**src/rtl/decode_stage.sv**
```systemverilog
// rtl/decode_stage.sv - instruction decode stage with register file, load-use interlock and one output register
//
// Ports:
//   clock, reset_n           single clock, asynchronous active-low reset
//   IF_ID, in_valid/in_ready {pc, instr} input handshake
//   ID_EX, out_valid/out_ready
//                            {pc, rs_val, rt_val, imm_ext, dest, illegal, ctrl} output handshake
//   flush                    drops the held output and blocks acceptance this cycle
//   wb_en, wb_addr, wb_data  register-file write port (writeback)

module decode_stage #(
    parameter int PC_W   = 32,
    parameter int DATA_W = 32,
    parameter int BYPASS = 1
) (
    input  logic                       clock,
    input  logic                       reset_n,
    input  logic [PC_W+31:0]           IF_ID,
    input  logic                       in_valid,
    output logic                       in_ready,
    output logic [PC_W+3*DATA_W+13:0]  ID_EX,
    output logic                       out_valid,
    input  logic                       out_ready,
    input  logic                       flush,
    input  logic                       wb_en,
    input  logic [4:0]                 wb_addr,
    input  logic [DATA_W-1:0]          wb_data
);

    localparam logic [5:0] OP_RTYPE = 6'h00;
    localparam logic [5:0] OP_ADDI  = 6'h08;
    localparam logic [5:0] OP_LW    = 6'h23;
    localparam logic [5:0] OP_SW    = 6'h2B;
    localparam logic [5:0] OP_BEQ   = 6'h04;

    // ctrl = {reg_write, mem_read, mem_write, alu_src_imm, branch, alu_op[2:0]}
    localparam logic [7:0] CTRL_RTYPE = 8'h80;
    localparam logic [7:0] CTRL_ADDI  = 8'h91;
    localparam logic [7:0] CTRL_LW    = 8'hD1;
    localparam logic [7:0] CTRL_SW    = 8'h31;
    localparam logic [7:0] CTRL_BEQ   = 8'h0A;

    logic [PC_W-1:0]   pc;
    logic [5:0]        opcode;
    logic [4:0]        rs;
    logic [4:0]        rt;
    logic [4:0]        rd;
    logic [15:0]       imm;

    assign pc     = IF_ID[PC_W+31:32];
    assign opcode = IF_ID[31:26];
    assign rs     = IF_ID[25:21];
    assign rt     = IF_ID[20:16];
    assign rd     = IF_ID[15:11];
    assign imm    = IF_ID[15:0];

    logic [DATA_W-1:0] rf [32];
    logic [DATA_W-1:0] rs_val;
    logic [DATA_W-1:0] rt_val;
    logic [DATA_W-1:0] imm_ext;
    logic [7:0]        ctrl;
    logic [4:0]        dest;
    logic              illegal;
    logic              hazard;
    logic              accept;
    logic              rt_is_src;
    logic [4:0]        held_dest;
    logic              held_mem_read;

    // Register 0 is never written, and reads of it are forced to zero here.
    always_comb begin
        rs_val = '0;
        if (rs != 5'd0) begin
            if ((BYPASS != 0) && wb_en && (wb_addr == rs))
                rs_val = wb_data;
            else
                rs_val = rf[rs];
        end
    end

    always_comb begin
        rt_val = '0;
        if (rt != 5'd0) begin
            if ((BYPASS != 0) && wb_en && (wb_addr == rt))
                rt_val = wb_data;
            else
                rt_val = rf[rt];
        end
    end

    assign imm_ext = DATA_W'($signed(imm));

    always_comb begin
        ctrl    = '0;
        dest    = '0;
        illegal = 1'b0;
        case (opcode)
            OP_RTYPE: begin ctrl = CTRL_RTYPE; dest = rd; end
            OP_ADDI:  begin ctrl = CTRL_ADDI;  dest = rt; end
            OP_LW:    begin ctrl = CTRL_LW;    dest = rt; end
            OP_SW:    ctrl = CTRL_SW;
            OP_BEQ:   ctrl = CTRL_BEQ;
            default:  illegal = 1'b1;
        endcase
    end

    // Load-use interlock: the held LW's result is not available yet, so an
    // instruction that sources its destination must wait one bubble. rt is
    // only a source for R-type, SW and BEQ; for ADDI/LW it is the destination.
    assign held_dest     = ID_EX[13:9];
    assign held_mem_read = ID_EX[6];
    assign rt_is_src     = (opcode == OP_RTYPE) || (opcode == OP_SW) || (opcode == OP_BEQ);
    assign hazard        = out_valid && held_mem_read && (held_dest != 5'd0) &&
                           ((held_dest == rs) || (rt_is_src && (held_dest == rt)));

    assign in_ready = !flush && !hazard && (!out_valid || out_ready);
    assign accept   = in_valid && in_ready;

    always_ff @(posedge clock or negedge reset_n) begin
        if (!reset_n) begin
            for (int i = 0; i < 32; i++)
                rf[i] <= '0;
        end else if (wb_en && (wb_addr != 5'd0)) begin
            rf[wb_addr] <= wb_data;
        end
    end

    always_ff @(posedge clock or negedge reset_n) begin
        if (!reset_n) begin
            out_valid <= 1'b0;
            ID_EX     <= '0;
        end else if (flush) begin
            out_valid <= 1'b0;
        end else if (accept) begin
            out_valid <= 1'b1;
            ID_EX     <= {pc, rs_val, rt_val, imm_ext, dest, illegal, ctrl};
        end else if (out_ready) begin
            out_valid <= 1'b0;
        end
    end

endmodule
```
**config.mk**
```make
export PLATFORM = sky130hd
export DESIGN_NAME = decode_stage
export DESIGN_NICKNAME = d
export VERILOG_FILES = /design/src/rtl/decode_stage.sv
export SDC_FILE = /design/constraint.sdc
export NUM_CORES = 2
export LEC_CHECK = 0
export BUFFER_PORTS_ARGS = -buffer_cell sky130_fd_sc_hd__buf_4
export CAP_MARGIN = 20
export CORE_ASPECT_RATIO = 2
export CORE_MARGIN = 1
export CORE_UTILIZATION = 62
export DETAILED_ROUTE_END_ITERATION = 10
export PLACE_DENSITY = 0.89
export SETUP_SLACK_MARGIN = 0.1
export SYNTH_ARGS = -nofsm -noshare
export SYNTH_HDL_FRONTEND = slang
export SYNTH_SLANG_ARGS = --single-unit
```
**constraint.sdc**
```tcl
create_clock -name clock -period 2.7 [get_ports clock]
set_clock_uncertainty 0.05 [all_clocks]
set_input_delay 0.27 -clock clock [delete_from_list [all_inputs] [get_ports clock]]
set_output_delay 0.27 -clock clock [all_outputs]
set_load 0.005 [all_outputs]
```
**Word level (Yosys, flattened, before mapping)**

Index checks and enable logic that the tools add are counted.

- Order comparisons: 4
- Equality and inequality tests: 8
- Muxes and demuxes: 19
- Bitwise operators: 4
- Reduce and logical (&&, ||, !) cells: 27

Operator list:

| kind | number |
|---|---|
| 1024-bit bitwise mux | 1 |
| 32-bit binary-select mux with 5-bit select | 2 |
| 32-bit two-way mux | 9 |
| 32-bit demux with 5-bit select | 1 |
| 8-bit one-hot mux with 5 select lines | 1 |
| 5-bit equality test | 4 |
| 5-bit nonzero test | 4 |
| 6-bit greater-or-equal comparator (second input constant) | 3 |
| 5-bit NOT with 6-bit output | 3 |
| 6-bit equality test (second input constant) | 2 |
| 1-bit logical AND | 11 |
| 5-bit one-hot mux with 2 select lines | 1 |
| 6-bit by 3-bit equality test with 1-bit output (second input constant) | 1 |
| 6-bit by 4-bit equality test with 1-bit output (second input constant) | 1 |
| 6-bit zero test | 1 |
| 6-bit by 1-bit < comparator with 1-bit output (second input constant) | 1 |
| 5-bit OR reduction | 1 |
| 1-bit logical OR | 4 |
| 1-bit two-way mux | 4 |
| 1-bit zero test | 3 |
| 3-bit nonzero test | 1 |
| 2-bit AND reduction | 1 |
| 2-bit OR reduction | 1 |
| 1-bit NOT | 1 |

- Register bits after elaboration: 1167
- Input bits: 107
- Output and inout port bits: 144
- Logic and storage cells: 96

**Longest topological paths before layout**

- Word-level depth: 12
- Mapped depth: 10
- Gate-level depth less buffers: 6

**Least setup slack after synthesis**

OpenSTA, ideal clock, no wires.

- Path type: reg-to-reg
- Start point: register ID_EX[9]
- End point: register ID_EX[50]
- Library setup time: 0.082 ns
- Arrival: 2.101 ns
- Required time: 2.568 ns
- Path slack: 0.467 ns
- Stages on the path, launching flop included: 9
- Buffers on the path: 2
- Period minus slack after synthesis: 2.233 ns
- Path through: dfrtp_1 or3_1 o311a_1 nand4_2 nand3_1 or3_1 buf_2 buf_6 o22ai_1

- Cells in the longest elaborated chain, start to end: 9
- Elaborated cells between the ends (all ways): 12
- Classes of those cells: 2 x eq/ne; 10 x reduce/logical

RTL lines:

| item | RTL line | source |
|---|---|---|
| from (decl) | 21 | `output logic [PC_W+3*DATA_W+13:0] ID_EX,` |
| from (signal assigned) | 136 | `ID_EX <= {pc, rs_val, rt_val, imm_ext, dest, illegal, ctrl};` |
| 5-bit equality test | 114 | `((held_dest == rs) \|\| (rt_is_src && (held_dest == rt)));` |
| 1-bit logical AND | 114 |  |
| 1-bit logical OR | 114 |  |
| 1-bit logical AND (*) | 113 | `assign hazard = out_valid && held_mem_read && (held_dest != 5'd0) &&` |
| 1-bit zero test (*) | 116 | `assign in_ready = !flush && !hazard && (!out_valid \|\| out_ready);` |
| 1-bit logical AND (*) (2 in a row) | 116 |  |
| 1-bit logical AND (*) | 117 | `assign accept = in_valid && in_ready;` |
| 2-bit AND reduction (no source line) (*) | -- |  |

Mark *: on every way between the ends. The rest lies on a longest branch, timed or not.
A chain may end at the register's enable or synchronous reset.

**Worst setup path in the final report**

- Start point: input IF_ID[20]
- End point: register ID_EX[49]

- Cells in the longest elaborated chain, start to end: 9
- Elaborated cells between the ends (all ways): 18
- Classes of those cells: 2 x eq/ne; 5 x mux; 1 x bitwise; 10 x reduce/logical

RTL lines:

| item | RTL line | source |
|---|---|---|
| from (decl) | 18 | `input logic [PC_W+31:0] IF_ID,` |
| parallel branches: the longest is 9 deep, another holds 32-bit binary-select mux with 5-bit select | -- |  |

Parallel ways; which one is timed is not known. The select of a mux whose other input is x is not followed.

==> metrics.csv <==
metric;value;unit
final worst setup slack;-0.0119;ns
TritonCTS clock tree;built;
root buffer cell;clkbuf_16;
Worst IR Drop VDD;0.546;mV
CP required;3.27;ns
register area share after synthesis;49.4;%
RePlAce Congestion;0.960;
CP Launch Type;input port;
Setup CP Type;input port to flip-flop;
average size of a mapped cell;14.6;sq um
unrepaired setup endpoints after global routing;true;
drt total wl;202000;um
Syn Inst Count;3996;
routed len/inst;37.0;um
pin count of the biggest net entering global routing;108;
placed wire-length estimate;120000;um
Die H;435;um
prevailing post-synth register cell;dfrtp_1;
FMAX;0.369;GHz
Synth top area share;49.4;%
Slew HR;16.4;%
total grt overflow;0;
Async S/R FF share, synth;100;%
failing checks;negative setup slack;
drt first-iter violations;5460;
#FFs+latches synth;1148;
vias;42400;
Clock Sink Count;1148;
antenna-violating nets left;0;
clk buf depth;3;
initial antenna violation count;15;
Ports;251;
Tmin final;2.71;ns
first-pass GRT wire length;299000;um
row count;158;
Post-synth EDFFs;0;
Initial Util;62.6;%
Finished Layout Cells;5462;
Die Area;95200;sq um
status;finished with violations;
Placeable Area;92900;sq um
Final Hold Vio Count;0;
top post-synthesis cells by count;1148 x dfrtp_1, 982 x mux2_2, 478 x mux4_2;
ranking of synthesized cells by area;dfrtp_1 49%, mux2_2 19%, mux4_2 19%;
CP Max Fanout;13;
clk_lat worst skew;0.75;ns
Crit. End Element;flip-flop;
mapped cell area;58200;sq um
total CTS buffers;95;
dpl ws;0.0511;ns
Slew Limit Fails;0;
post-synth cell types;46;
FILL cells;5233;
area growth from synthesis to layout;14.2;%
Syn Nets;4103;
clk slew on worst S/H paths;0.07;ns
Slew @ Worst Pin;1.25;ns
Tightest Hold Check Type;input port to flip-flop;
# DRC;0;
Ys Warns;0;
count leader, synth;dfrtp_1;
First-pass DRT Iterations;6;
Total GRT Usage;43.9;%
H-tree lvl count;3;
vias per cell;7.77;
Yosys top cell by area;dfrtp_1;
number of buffers added on ports;249;
layout cells sized above 1;50.3;%
Static Leak;29.3;nW
CP arrival;3.28;ns
# setup viols final;1;
vias in the first global route;44900;
max cap viols;0;
chip width;219;um
Placed Cells;5194;
Final #Nets;4281;
pwr dens;732;nW/um^2
Final period util;100;%
==> metal layers <==
metal | part of all wire [%] | track usage, % | vias up
li1 | - | - | 15600
met1 | 30 | 49.0 | 21600
met2 | 47 | 65.8 | 3811
met3 | 13 | 15.9 | 1337
met4 | 11 | 38.5 | 10
met5 | 0.031 | 0 | -
==> area by class of cell <==
type	count	area, sq um	share of cell area (%)
timing repair buffer	543	5180	7.80
tap	1200	1500	2.26
clock buffer	137	2830	4.26
sequential	1148	28700	43.2
inverter	1	3.75	0.00565
antenna	12	30.0	0.0452
clock inverter	36	442	0.665
multi-input combinational	2385	27700	41.7
==> metrics by stage <==
step	area [sq um]	setup TNS (ns)	util, %	power, mW	hold slack [ns]
global route	66400	-0.0389	71.5	50.0	0.00854
detailed placement	62300	0	67.0	33.1	0.232
CTS	66400	0	71.4	48.1	0.00216
floorplan	58200	0	-	29.2	-0.0756
finish	66400	-0.0119	71.5	48.6	0.000123
global placement	62300	0	67.0	32.3	0.224
==> final timing paths <==
kind | startpoint | end | slack (ns) | depth (start not counted)
min reg2reg | rf[1001] | rf[1001] | 0.35 | 0
max in group asynchronous | reset_n | rf[762] | 1.58 | 4
max reg2reg | ID_EX[9] | ID_EX[49] | 0.11 | 7
min in group asynchronous | reset_n | rf[524] | 0.05 | 2
min | wb_data[8] | ID_EX[54] | 0.0001 | 3
max | IF_ID[20] | ID_EX[49] | -0.01 | 9
==> registers in the layout, indices dropped and copies added, names as in the netlist <==
signal,flops
ID_EX,123
out_valid,1
rf,1024
==> where the power goes <==
group / switching (mW) / internal [mW]
Combinational: 4.41 / 6.04
Clock: 6.71 / 8.16
Sequential: 2.84 / 20.4
Total: 14.0 / 34.6
==> worst max-delay path, stage by stage <==
cell and delay (ns):
dlygate4sd3_1 0.55, buf_4 0.21, nand2_1 0.13, or2_2 0.36, buf_4 0.24, o22ai_1 0.22
nor3_1 0.59, o221ai_1 0.36, o22ai_1 0.32
==> what timing repair did <==
action / CTS / global route
setup buffers: 4 / 0
setup endpoints to repair: 3 / 16
hold buffers: 77 / 1
endpoints found under the hold margin: 418 / 1
gates cloned: 0 / 0
resized for setup: 4 / 5
pin swaps: 0 / 1
==> cells in the final DEF, fill, tap and decap left out, types with 21 or more instances in the layout <==
cell / netlist / routed
dfrtp_1: 1148 / 1148
mux2_2: 982 / 982
mux4_2: 478 / 478
buf_4: 36 / 389
o22ai_1: 224 / 224
nand2_1: 189 / 171
clkbuf_16: 0 / 98
mux2i_1: 78 / 78
dlygate4sd3_1: 0 / 78
a22oi_1: 71 / 71
buf_12: 0 / 70
nor2_1: 78 / 61
or4_1: 32 / 32
nor3_1: 33 / 30
nand3_1: 29 / 27
o21ai_0: 24 / 24
o221ai_1: 24 / 24
a21oi_1: 24 / 24
clkbuf_8: 0 / 23
clkinv_2: 0 / 21
==> cell families after synthesis <==
kind of cell    count (synthesis)  synth area share [%]
flops                        1148                  49.4
xor+xnor                       20                 0.301
simple gates                  414                  3.32
buf+inv                       463                  3.44
mux                          1548                  39.0
other cells                     1               0.00644
compound gates                402                  4.53
Note: power is estimated with default switching activity, not from simulation.
